[src/rtl/mem_access_unit_pkg.sv]
`default_nettype none
// ============================================================================
// Module      : mem_access_unit_pkg
// Description : Shared definitions for the memory-stage load/store unit:
//               funct3 access-type codes, FSM state encoding, and helpers
//               for store byte-lane enables and store-data replication.
// Revision    : 1.0 - initial release
// ============================================================================
package mem_access_unit_pkg;

    // funct3 access-type codes (BU/HU exist for loads only)
    localparam logic [2:0] LS_B  = 3'b000;
    localparam logic [2:0] LS_H  = 3'b001;
    localparam logic [2:0] LS_W  = 3'b010;
    localparam logic [2:0] LS_BU = 3'b100;
    localparam logic [2:0] LS_HU = 3'b101;

    // Byte-lane mask used by every load and by word stores
    localparam logic [3:0] BE_ALL = 4'b1111;

    // Two-state transaction FSM
    typedef enum logic [0:0] {
        ST_IDLE = 1'b0,
        ST_WAIT = 1'b1
    } state_t;

    // Byte-lane enables for a store of the given size at the given offset.
    // Only meaningful for legal (aligned) stores.
    function automatic logic [3:0] store_be(input logic [2:0] funct3,
                                            input logic [1:0] offset);
        logic [3:0] be;
        be = BE_ALL;
        case (funct3)
            LS_B:    be = 4'b0001 << offset;
            LS_H:    be = offset[1] ? 4'b1100 : 4'b0011;
            default: be = BE_ALL;
        endcase
        return be;
    endfunction

    // Replicate the store operand across all lanes so that whichever lanes
    // are enabled see the correct bytes without a barrel shifter.
    function automatic logic [31:0] store_data(input logic [2:0]  funct3,
                                               input logic [31:0] wdata);
        logic [31:0] data;
        data = wdata;
        case (funct3)
            LS_B:    data = {4{wdata[7:0]}};
            LS_H:    data = {2{wdata[15:0]}};
            default: data = wdata;
        endcase
        return data;
    endfunction

endpackage : mem_access_unit_pkg
`default_nettype wire

[src/rtl/mem_access_unit_if.sv]
`default_nettype none
// ============================================================================
// Module      : mem_access_unit_if
// Description : Bundle of the pipeline request, data-memory and write-back
//               signals of the load/store unit.
//   slave  modport : the load/store unit itself
//   master modport : the environment (EX/MEM stage, data memory, WB stage)
//   Request  : req_valid, req_we, req_funct3, req_addr, req_wdata, req_rd
//   Pipeline : stall
//   Memory   : mem_req, mem_we, mem_addr, mem_be, mem_wdata,
//              mem_ready, mem_rdata
//   WB       : wb_valid, wb_rd, wb_data, access_err
// Revision    : 1.0 - initial release
// ============================================================================
interface mem_access_unit_if #(
    parameter int ADDR_W = 32
);
    logic              req_valid;
    logic              req_we;
    logic [2:0]        req_funct3;
    logic [ADDR_W-1:0] req_addr;
    logic [31:0]       req_wdata;
    logic [4:0]        req_rd;

    logic              stall;

    logic              mem_req;
    logic              mem_we;
    logic [ADDR_W-1:0] mem_addr;
    logic [3:0]        mem_be;
    logic [31:0]       mem_wdata;
    logic              mem_ready;
    logic [31:0]       mem_rdata;

    logic              wb_valid;
    logic [4:0]        wb_rd;
    logic [31:0]       wb_data;
    logic              access_err;

    modport slave (
        input  req_valid, req_we, req_funct3, req_addr, req_wdata, req_rd,
        input  mem_ready, mem_rdata,
        output stall,
        output mem_req, mem_we, mem_addr, mem_be, mem_wdata,
        output wb_valid, wb_rd, wb_data, access_err
    );

    modport master (
        output req_valid, req_we, req_funct3, req_addr, req_wdata, req_rd,
        output mem_ready, mem_rdata,
        input  stall,
        input  mem_req, mem_we, mem_addr, mem_be, mem_wdata,
        input  wb_valid, wb_rd, wb_data, access_err
    );

endinterface : mem_access_unit_if
`default_nettype wire

[src/rtl/mem_access_unit_load_align.sv]
`default_nettype none
// ============================================================================
// Module      : mem_load_align
// Description : Combinational load aligner and access legality check.
//   rdata  in  32  read word from data memory
//   offset in  2   byte offset within the word (addr[1:0])
//   funct3 in  3   access type
//   we     in  1   1 = store (only affects legality)
//   data   out 32  shifted and sign/zero-extended load data
//   legal  out 1   access is aligned and its funct3 is valid for its type
// Revision    : 1.0 - initial release
// ============================================================================
module mem_load_align
    import mem_access_unit_pkg::*;
(
    input  wire logic [31:0] rdata,
    input  wire logic [1:0]  offset,
    input  wire logic [2:0]  funct3,
    input  wire logic        we,
    output logic      [31:0] data,
    output logic             legal
);

    logic [31:0] w_shifted;

    // Bring the addressed byte/halfword down to bit 0
    assign w_shifted = rdata >> {offset, 3'b000};

    always_comb begin
        data = rdata;
        case (funct3)
            LS_B:    data = {{24{w_shifted[7]}},  w_shifted[7:0]};
            LS_H:    data = {{16{w_shifted[15]}}, w_shifted[15:0]};
            LS_W:    data = rdata;
            LS_BU:   data = {24'h000000, w_shifted[7:0]};
            LS_HU:   data = {16'h0000,   w_shifted[15:0]};
            default: data = rdata;
        endcase
    end

    always_comb begin
        legal = 1'b0;
        case (funct3)
            LS_B:    legal = 1'b1;
            LS_H:    legal = ~offset[0];
            LS_W:    legal = (offset == 2'b00);
            LS_BU:   legal = ~we;
            LS_HU:   legal = ~we & ~offset[0];
            default: legal = 1'b0;
        endcase
    end

endmodule : mem_load_align
`default_nettype wire

[src/rtl/mem_access_unit.sv]
`default_nettype none
// ============================================================================
// Module      : mem_access_unit
// Description : Memory-stage load/store unit. Accepts one load or store from
//               EX/MEM, issues a single valid/ready transaction to data
//               memory with byte-lane enables and lane-replicated store data,
//               returns extended load data to write-back, and stalls the
//               pipeline while the transaction is outstanding.
//   clk   in  clock, rising edge
//   rst_n in  asynchronous active-low reset
//   bus   slave modport of mem_access_unit_if (request, memory, WB)
// Revision    : 1.0 - initial release
// ============================================================================
module mem_access_unit
    import mem_access_unit_pkg::*;
#(
    parameter int ADDR_W = 32
)(
    input  wire logic         clk,
    input  wire logic         rst_n,
    mem_access_unit_if.slave  bus
);

    state_t            r_state;
    state_t            w_state_next;

    logic              w_accept;
    logic              w_reject;
    logic              w_complete;

    logic              r_mem_req;
    logic              r_mem_we;
    logic [ADDR_W-1:0] r_mem_addr;
    logic [3:0]        r_mem_be;
    logic [31:0]       r_mem_wdata;
    logic              r_wb_valid;
    logic [4:0]        r_wb_rd;
    logic [31:0]       r_wb_data;
    logic              r_access_err;

    // Request fields needed after the accept cycle
    logic [1:0]        r_offset;
    logic [2:0]        r_funct3;
    logic [4:0]        r_rd;

    logic [3:0]        w_be;
    logic [31:0]       w_wdata;
    logic [1:0]        w_sel_offset;
    logic [2:0]        w_sel_funct3;
    logic              w_sel_we;
    logic [31:0]       w_load_data;
    logic              w_legal;

    // ------------------------------------------------------------------------
    // The aligner is shared: in IDLE it judges the incoming request, in WAIT
    // it extends the returning read word using the latched access type.
    // ------------------------------------------------------------------------
    assign w_sel_offset = (r_state == ST_WAIT) ? r_offset : bus.req_addr[1:0];
    assign w_sel_funct3 = (r_state == ST_WAIT) ? r_funct3 : bus.req_funct3;
    assign w_sel_we     = (r_state == ST_WAIT) ? r_mem_we : bus.req_we;

    mem_load_align u_load_align (
        .rdata  (bus.mem_rdata),
        .offset (w_sel_offset),
        .funct3 (w_sel_funct3),
        .we     (w_sel_we),
        .data   (w_load_data),
        .legal  (w_legal)
    );

    // Lane generation for the incoming request; loads read the full word
    always_comb begin
        w_be    = BE_ALL;
        w_wdata = 32'h0000_0000;
        if (bus.req_we) begin
            w_be    = store_be(bus.req_funct3, bus.req_addr[1:0]);
            w_wdata = store_data(bus.req_funct3, bus.req_wdata);
        end
    end

    // ------------------------------------------------------------------------
    // FSM
    // ------------------------------------------------------------------------
    always_ff @(posedge clk or negedge rst_n) begin
        if (!rst_n) begin
            r_state <= ST_IDLE;
        end else begin
            r_state <= w_state_next;
        end
    end

    always_comb begin
        w_state_next = r_state;
        w_accept     = 1'b0;
        w_reject     = 1'b0;
        w_complete   = 1'b0;
        case (r_state)
            ST_IDLE: begin
                // mem_ready is deliberately ignored here
                if (bus.req_valid) begin
                    if (w_legal) begin
                        w_accept     = 1'b1;
                        w_state_next = ST_WAIT;
                    end else begin
                        w_reject     = 1'b1;
                    end
                end
            end
            ST_WAIT: begin
                if (bus.mem_ready) begin
                    w_complete   = 1'b1;
                    w_state_next = ST_IDLE;
                end
            end
            default: w_state_next = ST_IDLE;
        endcase
    end

    // ------------------------------------------------------------------------
    // Registered outputs. Memory outputs are loaded on accept and held
    // untouched through WAIT; only mem_req drops on completion.
    // ------------------------------------------------------------------------
    always_ff @(posedge clk or negedge rst_n) begin
        if (!rst_n) begin
            r_mem_req    <= 1'b0;
            r_mem_we     <= 1'b0;
            r_mem_addr   <= '0;
            r_mem_be     <= 4'b0000;
            r_mem_wdata  <= 32'h0000_0000;
            r_wb_valid   <= 1'b0;
            r_wb_rd      <= 5'd0;
            r_wb_data    <= 32'h0000_0000;
            r_access_err <= 1'b0;
            r_offset     <= 2'b00;
            r_funct3     <= 3'b000;
            r_rd         <= 5'd0;
        end else begin
            r_wb_valid   <= 1'b0;
            r_access_err <= w_reject;

            if (w_accept) begin
                r_mem_req   <= 1'b1;
                r_mem_we    <= bus.req_we;
                r_mem_addr  <= {bus.req_addr[ADDR_W-1:2], 2'b00};
                r_mem_be    <= w_be;
                r_mem_wdata <= w_wdata;
                r_offset    <= bus.req_addr[1:0];
                r_funct3    <= bus.req_funct3;
                r_rd        <= bus.req_rd;
            end

            if (w_complete) begin
                r_mem_req <= 1'b0;
                if (!r_mem_we) begin
                    r_wb_valid <= 1'b1;
                    r_wb_data  <= w_load_data;
                    r_wb_rd    <= r_rd;
                end
            end
        end
    end

    // Stall covers the accept cycle and every WAIT cycle without mem_ready;
    // gated by rst_n so the pipeline is never frozen while held in reset.
    assign bus.stall = rst_n & (w_accept | ((r_state == ST_WAIT) & ~bus.mem_ready));

    assign bus.mem_req    = r_mem_req;
    assign bus.mem_we     = r_mem_we;
    assign bus.mem_addr   = r_mem_addr;
    assign bus.mem_be     = r_mem_be;
    assign bus.mem_wdata  = r_mem_wdata;
    assign bus.wb_valid   = r_wb_valid;
    assign bus.wb_rd      = r_wb_rd;
    assign bus.wb_data    = r_wb_data;
    assign bus.access_err = r_access_err;

endmodule : mem_access_unit
`default_nettype wire

[src/flat_wrapper.sv]
// flat-port wrapper written by rule: the top's interface ports become plain ports
module mem_access_unit_flat import mem_access_unit_pkg::*;
#(
    parameter int ADDR_W = 32
)
  (clk, rst_n, bus_req_valid, bus_req_we, bus_req_funct3, bus_req_addr, bus_req_wdata, bus_req_rd, bus_mem_ready, bus_mem_rdata, bus_stall, bus_mem_req, bus_mem_we, bus_mem_addr, bus_mem_be, bus_mem_wdata, bus_wb_valid, bus_wb_rd, bus_wb_data, bus_access_err);
  mem_access_unit_if #(.ADDR_W(ADDR_W)) bus_i ();
  input  wire logic clk;
  input  wire logic rst_n;
  input wire logic [$bits(bus_i.req_valid)-1:0] bus_req_valid;
  input wire logic [$bits(bus_i.req_we)-1:0] bus_req_we;
  input wire logic [$bits(bus_i.req_funct3)-1:0] bus_req_funct3;
  input wire logic [$bits(bus_i.req_addr)-1:0] bus_req_addr;
  input wire logic [$bits(bus_i.req_wdata)-1:0] bus_req_wdata;
  input wire logic [$bits(bus_i.req_rd)-1:0] bus_req_rd;
  input wire logic [$bits(bus_i.mem_ready)-1:0] bus_mem_ready;
  input wire logic [$bits(bus_i.mem_rdata)-1:0] bus_mem_rdata;
  output wire logic [$bits(bus_i.stall)-1:0] bus_stall;
  output wire logic [$bits(bus_i.mem_req)-1:0] bus_mem_req;
  output wire logic [$bits(bus_i.mem_we)-1:0] bus_mem_we;
  output wire logic [$bits(bus_i.mem_addr)-1:0] bus_mem_addr;
  output wire logic [$bits(bus_i.mem_be)-1:0] bus_mem_be;
  output wire logic [$bits(bus_i.mem_wdata)-1:0] bus_mem_wdata;
  output wire logic [$bits(bus_i.wb_valid)-1:0] bus_wb_valid;
  output wire logic [$bits(bus_i.wb_rd)-1:0] bus_wb_rd;
  output wire logic [$bits(bus_i.wb_data)-1:0] bus_wb_data;
  output wire logic [$bits(bus_i.access_err)-1:0] bus_access_err;
  assign bus_i.req_valid = bus_req_valid;
  assign bus_i.req_we = bus_req_we;
  assign bus_i.req_funct3 = bus_req_funct3;
  assign bus_i.req_addr = bus_req_addr;
  assign bus_i.req_wdata = bus_req_wdata;
  assign bus_i.req_rd = bus_req_rd;
  assign bus_i.mem_ready = bus_mem_ready;
  assign bus_i.mem_rdata = bus_mem_rdata;
  assign bus_stall = bus_i.stall;
  assign bus_mem_req = bus_i.mem_req;
  assign bus_mem_we = bus_i.mem_we;
  assign bus_mem_addr = bus_i.mem_addr;
  assign bus_mem_be = bus_i.mem_be;
  assign bus_mem_wdata = bus_i.mem_wdata;
  assign bus_wb_valid = bus_i.wb_valid;
  assign bus_wb_rd = bus_i.wb_rd;
  assign bus_wb_data = bus_i.wb_data;
  assign bus_access_err = bus_i.access_err;
  mem_access_unit #(.ADDR_W(ADDR_W)) u_core (.clk(clk), .rst_n(rst_n), .bus(bus_i));
endmodule
[config.mk]
export PLATFORM = sky130hd
export DESIGN_NAME = mem_access_unit_flat
export DESIGN_NICKNAME = d
export VERILOG_FILES = /design/src/rtl/mem_access_unit_pkg.sv /design/src/rtl/mem_access_unit_if.sv /design/src/rtl/mem_access_unit_load_align.sv /design/src/rtl/mem_access_unit.sv /design/src/flat_wrapper.sv
export SDC_FILE = /design/constraint.sdc
export NUM_CORES = 1
export LEC_CHECK = 0
export CAP_MARGIN = 20
export CORE_MARGIN = 5
export CORE_UTILIZATION = 47
export CTS_BUF_LIST = sky130_fd_sc_hd__clkbuf_8
export DETAILED_ROUTE_END_ITERATION = 10
export HOLD_SLACK_MARGIN = 0.15
export PLACE_DENSITY_LB_ADDON = 0.05
export SLEW_MARGIN = 10
export SYNTH_ARGS = -nofsm -noshare
export SYNTH_HDL_FRONTEND = slang
export SYNTH_SLANG_ARGS = --single-unit
[constraint.sdc]
create_clock -name clk -period 2.4 [get_ports clk]
set_input_delay 0.48 -clock clk [delete_from_list [all_inputs] [get_ports clk]]
set_output_delay 0.48 -clock clk [all_outputs]
set_load 0.05 [all_outputs]
==> impl_metrics.ini, run 1 <==
[final_layout]
drive_above_1_share = 0.2203
fin_util = 0.7189
fin_area_um2 = 9183
regArea_um2 = 2954
final_cell_count_no_fill = 963
multi_input_area_um2 = 2893
n_fill_cell = 909
area_delta_synth_final_pct = 48.74
fin_nets = 889

[clock_network]
clkTransAtPathRegs_ns = 0.06
clock_latency_ns = 0.45
clock_sink_count = 118
cts_tree = built
htreeDepth = 4
clock-root-buffer = clkbuf_8
cts_buffers = 17
cts_buffer_depth = 2
cts_hold_buffers = 0

[floorplanning]
die_w_um = 124.6
floorplan.initialDensity = 0.4833
die_y_um = 124.6
num_rows = 41
core_um2 = 12770
die-area_um2 = 15530
ios = 219

[routing]
ant_nets = 0
drc = 0
routed_via_density = 5.336
drt_iter0_markers = 387
firstDrtPassIters = 5
wire_per_inst_um = 18.87
totalWireLength_mm = 18.18
via_count = 5139

[timing]
fin_crit_sh = 1.076
finalHoldViolations = 0
worst_pin_slew_ns = 0.6261
skew_ns = 0.008526
setup_viol = 1
worst_slack_ns = -0.1819
slew_headroom = 0.5718
rsz0062_at_grt = true
min_period_ns = 2.582
setup_tns_ns = -0.1819
slew_violations = 0
fmax_ghz = 0.3873

[yosys]
synth_top_area_frac = 0.4783
async_flop_share = 1.000
synth_flop_cell = dfrtp_1
ys_ff_latch = 118
synth_edf_count = 0
yosysMostFrequentCell = dfrtp_1
synth_area_leaders = dfrtp_1 48%, mux2_4 15%, mux2i_1 5.4%, nand2_1 4.6%, nor2_1 2.9%
synth_top_area_cell = dfrtp_1
synth_seq_area_share = 0.4783
synthDistinctLibCells = 46
yosys_warnings = 0
synthesis.area_um2 = 6173
synthesis.instances = 530
synth_commonest_cells = 118 x dfrtp_1, 75 x nand2_1, 62 x mux2_4, 47 x nor2_1, 33 x mux2i_1
avgSynthCellArea_um2 = 11.65

[grt]
overflow = 0
grt_pass1_vias = 5371
grt_usage = 0.2325
antenna_found_initial = 1
grt_pass1_wl_mm = 29.10
grt_max_degree = 119

[place]
post_dp_cell_area_um2 = 8687
dp_cells = 927
port_buffers = 216
gp_congestion = 0.9356
hpwl_mm = 13.29

[worst_setup_path]
critPathLaunchType = flop
crit_path_end_kind = primary output
cp_max_fo = 5
reg2reg_depth = 8
crit_required_ns = 1.92
worstSetupPathType = flop to primary output
crit_arrival_ns = 2.10

[status]
status = complete, but fails checks
violations = negative setup slack

[pwr]
ir_worst_vdd_mv = 0.7446
p_per_area_nw_per_um2 = 1473
p_leak_nw = 4.189

[min_path]
hold_path.class = input port to async pin

[flow_run]
drv_cap = 0
==> worst max-delay path, cell delays in order, from the launching register on <==
cell and delay, ns:
dfrtp_2 0.47, buf_8 0.14, nor3_1 0.18, o21ai_1 0.15
o22ai_4 0.22, nand3b_1 0.17, a21boi_4 0.19, buf_12 0.15
==> through the flow <==
stage | total power [mW] | setup slack, ns | hold WS, ns
after global placement | 11.53 | -0.1944 | 0.4640
after global routing | 14.11 | -0.2930 | 0.1777
final | 13.53 | -0.1819 | 0.1413
after detailed placement | 11.67 | -0.2731 | 0.4666
after CTS | 13.59 | -0.1943 | 0.1569
after floorplan | 9.038 | 0.008663 | 0.1844
==> placed cells by master (no fill, tap or decap), types with 9 or more instances in the layout <==
master and n:
a211oi_2 10, clkbuf_8 21, o211ai_1 10, a21boi_0 16
dfrtp_1 117, buf_4 41, a221oi_1 9, nand2_1 75
inv_1 20, nor2_1 46, clkdlybuf4s50_1 211, mux2_4 62
mux2i_1 33, a21oi_1 30
==> sequential cells by signal, indices dropped and copies added (netlist names), 2 cells and up <==
register	count
u_core.bus.mem_be	4
u_core.r_funct3	3
u_core.bus.wb_rd	5
u_core.r_rd	5
u_core.bus.wb_data	32
u_core.r_offset	2
u_core.bus.mem_wdata	32
u_core.bus.mem_addr	30
==> cell type report <==
class,count,share of cell area
Sequential cell,118,0.3217
Timing Repair Buffer,268,0.2915
Inverter,18,0.007358
Antenna cell,1,0.0002725
Clock buffer,21,0.03148
Clock inverter,8,0.009266
Multi-Input combinational cell,357,0.3150
Tap cell,172,0.02344
==> routing by layer <==
layer  wire length [um]  global-route usage  vias to the layer above
li1                   -                   -                     2381
met1               7955              0.3054                     2528
met2               8488              0.3591                      203
met3               1428             0.08491                       27
met4                301             0.07286                        0
met5                  0                   0                        -
==> power by group <==
part | switching (mW) | internal (mW) | total (mW) | leakage (nW)
Clock | 0.745 | 0.996 | 1.74 | 0.208
Sequential | 0.640 | 2.96 | 3.60 | 1.42
Combinational | 4.88 | 3.30 | 8.18 | 2.56
==> cell families after synthesis <==
family,count (synthesis),share of synthesized area
buffers and inverters,56,0.06100
multiplexers,104,0.2238
other,1,0.0006074
flip-flops,118,0.4783
AND/OR/NAND/NOR,144,0.09870
AO/OA/AOI/OAI,107,0.1376
==> final timing paths <==
| kind | from | to | slack [ns] |
|---|---|---|---|
| setup / recovery | u_core.r_state | bus_stall | -0.18 |
| hold / removal | rst_n | u_core.bus.mem_req | 0.14 |
| setup reg to reg | u_core.r_state | u_core.bus.mem_wdata[14] | 0.09 |
| hold reg to reg | u_core.bus.mem_req | u_core.bus.mem_req | 0.48 |
| max in group asynchronous | rst_n | u_core.bus.wb_data[6] | 1.78 |
| min in group clk | u_core.bus.mem_req | u_core.bus.mem_req | 0.48 |
==> timing repair <==
| item | in CTS | in global routing |
|---|---|---|
| endpoints found under the setup margin | 1 | 39 |
| resized for setup | 12 | 7 |
| endpoints found under the hold margin | 0 | 0 |
| pin swaps | 3 | 1 |
| buffers inserted | 6 | 0 |
No activity file was read; power rests on OpenSTA's default activity.
==> run 2: changes to the inputs <==
--- a/config.mk
+++ b/config.mk
@@ -12,6 +12,7 @@
 export DETAILED_ROUTE_END_ITERATION = 10
 export HOLD_SLACK_MARGIN = 0.15
 export PLACE_DENSITY_LB_ADDON = 0.05
+export RECOVER_POWER = 100
 export SLEW_MARGIN = 10
 export SYNTH_ARGS = -nofsm -noshare
 export SYNTH_HDL_FRONTEND = slang
==> run 2 against run 1 <==
  * The run ends with max-capacitance violations, max-slew violations, negative setup slack left
  * Highest routed layer unchanged
  * Combinational power is 4.5% lower
  * Clock power hardly changed
  * Non-clock buffer count stayed put
  * Cell area is 0.82% lower
  * Largest cell class unchanged
==> impl_metrics.ini, run 2 (synthesis gave the netlist of run 1 again) <==
[status]
status = complete, but fails checks
violations = max-capacitance violations, max-slew violations, negative setup slack

[final_layout]
final_cell_mix = 117 x dfrtp_1, 107 x dlygate4sd3_1, 104 x clkdlybuf4s50_1
n_fill_cell = 921
fin_nets = 889
area_delta_synth_final_pct = 47.53
regArea_um2 = 2954
multi_input_area_um2 = 2889
final_cell_count_no_fill = 963
layout_commonest_cell = dfrtp_1
drive_above_1_share = 0.2127

[timing]
skew_ns = 0.008304
setup_viol = 25
min_period_ns = 2.583
fin_hold_ws_ns = 0.4729
slew_headroom = -0.04390
slew_violations = 119
fin_crit_sh = 1.076
setup_tns_ns = -0.6997
worst_slack_ns = -0.1826
rsz0062_at_grt = true
finalHoldViolations = 0
fmax_ghz = 0.3872
worst_pin_slew_ns = 1.566

[clock_network]
clock_sink_count = 118
clock_latency_ns = 0.44
htreeDepth = 4
clock-root-buffer = clkbuf_8
clkTransAtPathRegs_ns = 0.06
cts_buffer_depth = 2
cts_tree = built
cts_hold_buffers = 0
cts_buffers = 17

[routing]
drc = 0
ant_nets = 0
wire_per_inst_um = 18.87
totalWireLength_mm = 18.18
firstDrtPassIters = 5
via_count = 5178
routed_via_density = 5.377
drt_iter0_markers = 425

[pwr]
ir_worst_vdd_mv = 0.7305
p_leak_nw = 4.232
p_per_area_nw_per_um2 = 1439
total_power_mw = 13.11

[floorplanning]
num_rows = 41
die-area_um2 = 15530
die_y_um = 124.6
die_w_um = 124.6
floorplan.initialDensity = 0.4833
core_um2 = 12770
ios = 219

[worst_setup_path]
cpPeakStageDelay_ns = 0.47
rrSetupSlack_ns = -0.04
worstSetupPathType = flop to primary output
cp_max_fo = 5
critical_path.cell_chain = buf_6, mux2_4, buf_6, o22ai_4, nand3b_1, a21boi_4, buf_12
crit_required_ns = 1.92
cp_common_cell = buf_6
crit_path_end_kind = primary output
crit_arrival_ns = 2.10
cp_slowest_cell = dfrtp_2
critPathLaunchType = flop

[place]
hpwl_mm = 13.29
pre_cts_ws_ns = -0.2731
dp_cells = 927
gp_congestion = 0.9356
port_buffers = 216

[grt]
overflow = 0
grt_pass1_vias = 5371
grt_max_degree = 119
grt_pass1_wl_mm = 29.10
antenna_found_initial = 1
grt_usage = 0.2325

[min_path]
hold_path.class = flop to flop

[flow_run]
drv_cap = 1
-- run 2: area by class of cell --
type	instances	share of cell area
multi-input combinational	357	0.3172
clock buffer	21	0.03174
inverter	18	0.007419
tap	172	0.02363
timing repair buffer	268	0.2860
sequential	118	0.3244
antenna	1	0.0002748
clock inverter	8	0.009342
-- run 2: critical path, delay by kind of cell (launching register included) --
kind | cells | cell delay, ns
buffers and inverters | 3 | 0.42
multiplexers | 1 | 0.30
AO/OA/AOI/OAI | 2 | 0.31
flip-flops | 1 | 0.47
AND/OR/NAND/NOR | 1 | 0.17
-- run 2: report_power, final --
| group | switching (mW) | total, mW | internal (mW) |
|---|---|---|---|
| registers | 0.599 | 3.56 | 2.96 |
| logic | 4.88 | 7.81 | 2.93 |
| clock network | 0.742 | 1.74 | 0.996 |
-- run 2: path summary, 6_finish.rpt --
check | start | endpoint | cells past startpoint
worst max-delay path | u_core.r_state | bus_stall | 7
worst min-delay path | u_core.bus.mem_req | u_core.bus.mem_req | 2
worst max register to register | u_core.r_state | u_core.bus.mem_addr[2] | 9
worst min register to register | u_core.bus.mem_req | u_core.bus.mem_req | 2
max in group asynchronous | rst_n | u_core.r_state | 2
min in group asynchronous | rst_n | u_core.bus.mem_wdata[25] | 2
-- run 2: repair_timing --
item | CTS | global route
gates cloned | 0 | 0
resized for setup | 12 | 7
setup endpoints to repair | 1 | 39
pin swaps | 3 | 1
setup buffers | 6 | 0
-- run 2: per-stage QoR --
step / area [um2] / util
floorplan: 6193 / -
finish: 9107 / 0.7130
global route: 9107 / 0.7130
detailed placement: 8687 / 0.6801
global placement: 8687 / 0.6801
CTS: 9161 / 0.7172
-- run 2: layer usage --
layer,routed length (um),track usage,up-vias,share of wire
li1,-,-,2390,-
met1,7906,0.3054,2568,0.43
met2,8548,0.3591,193,0.47
met3,1410,0.08491,27,0.078
met4,311,0.07286,0,0.017
met5,0,0,-,0
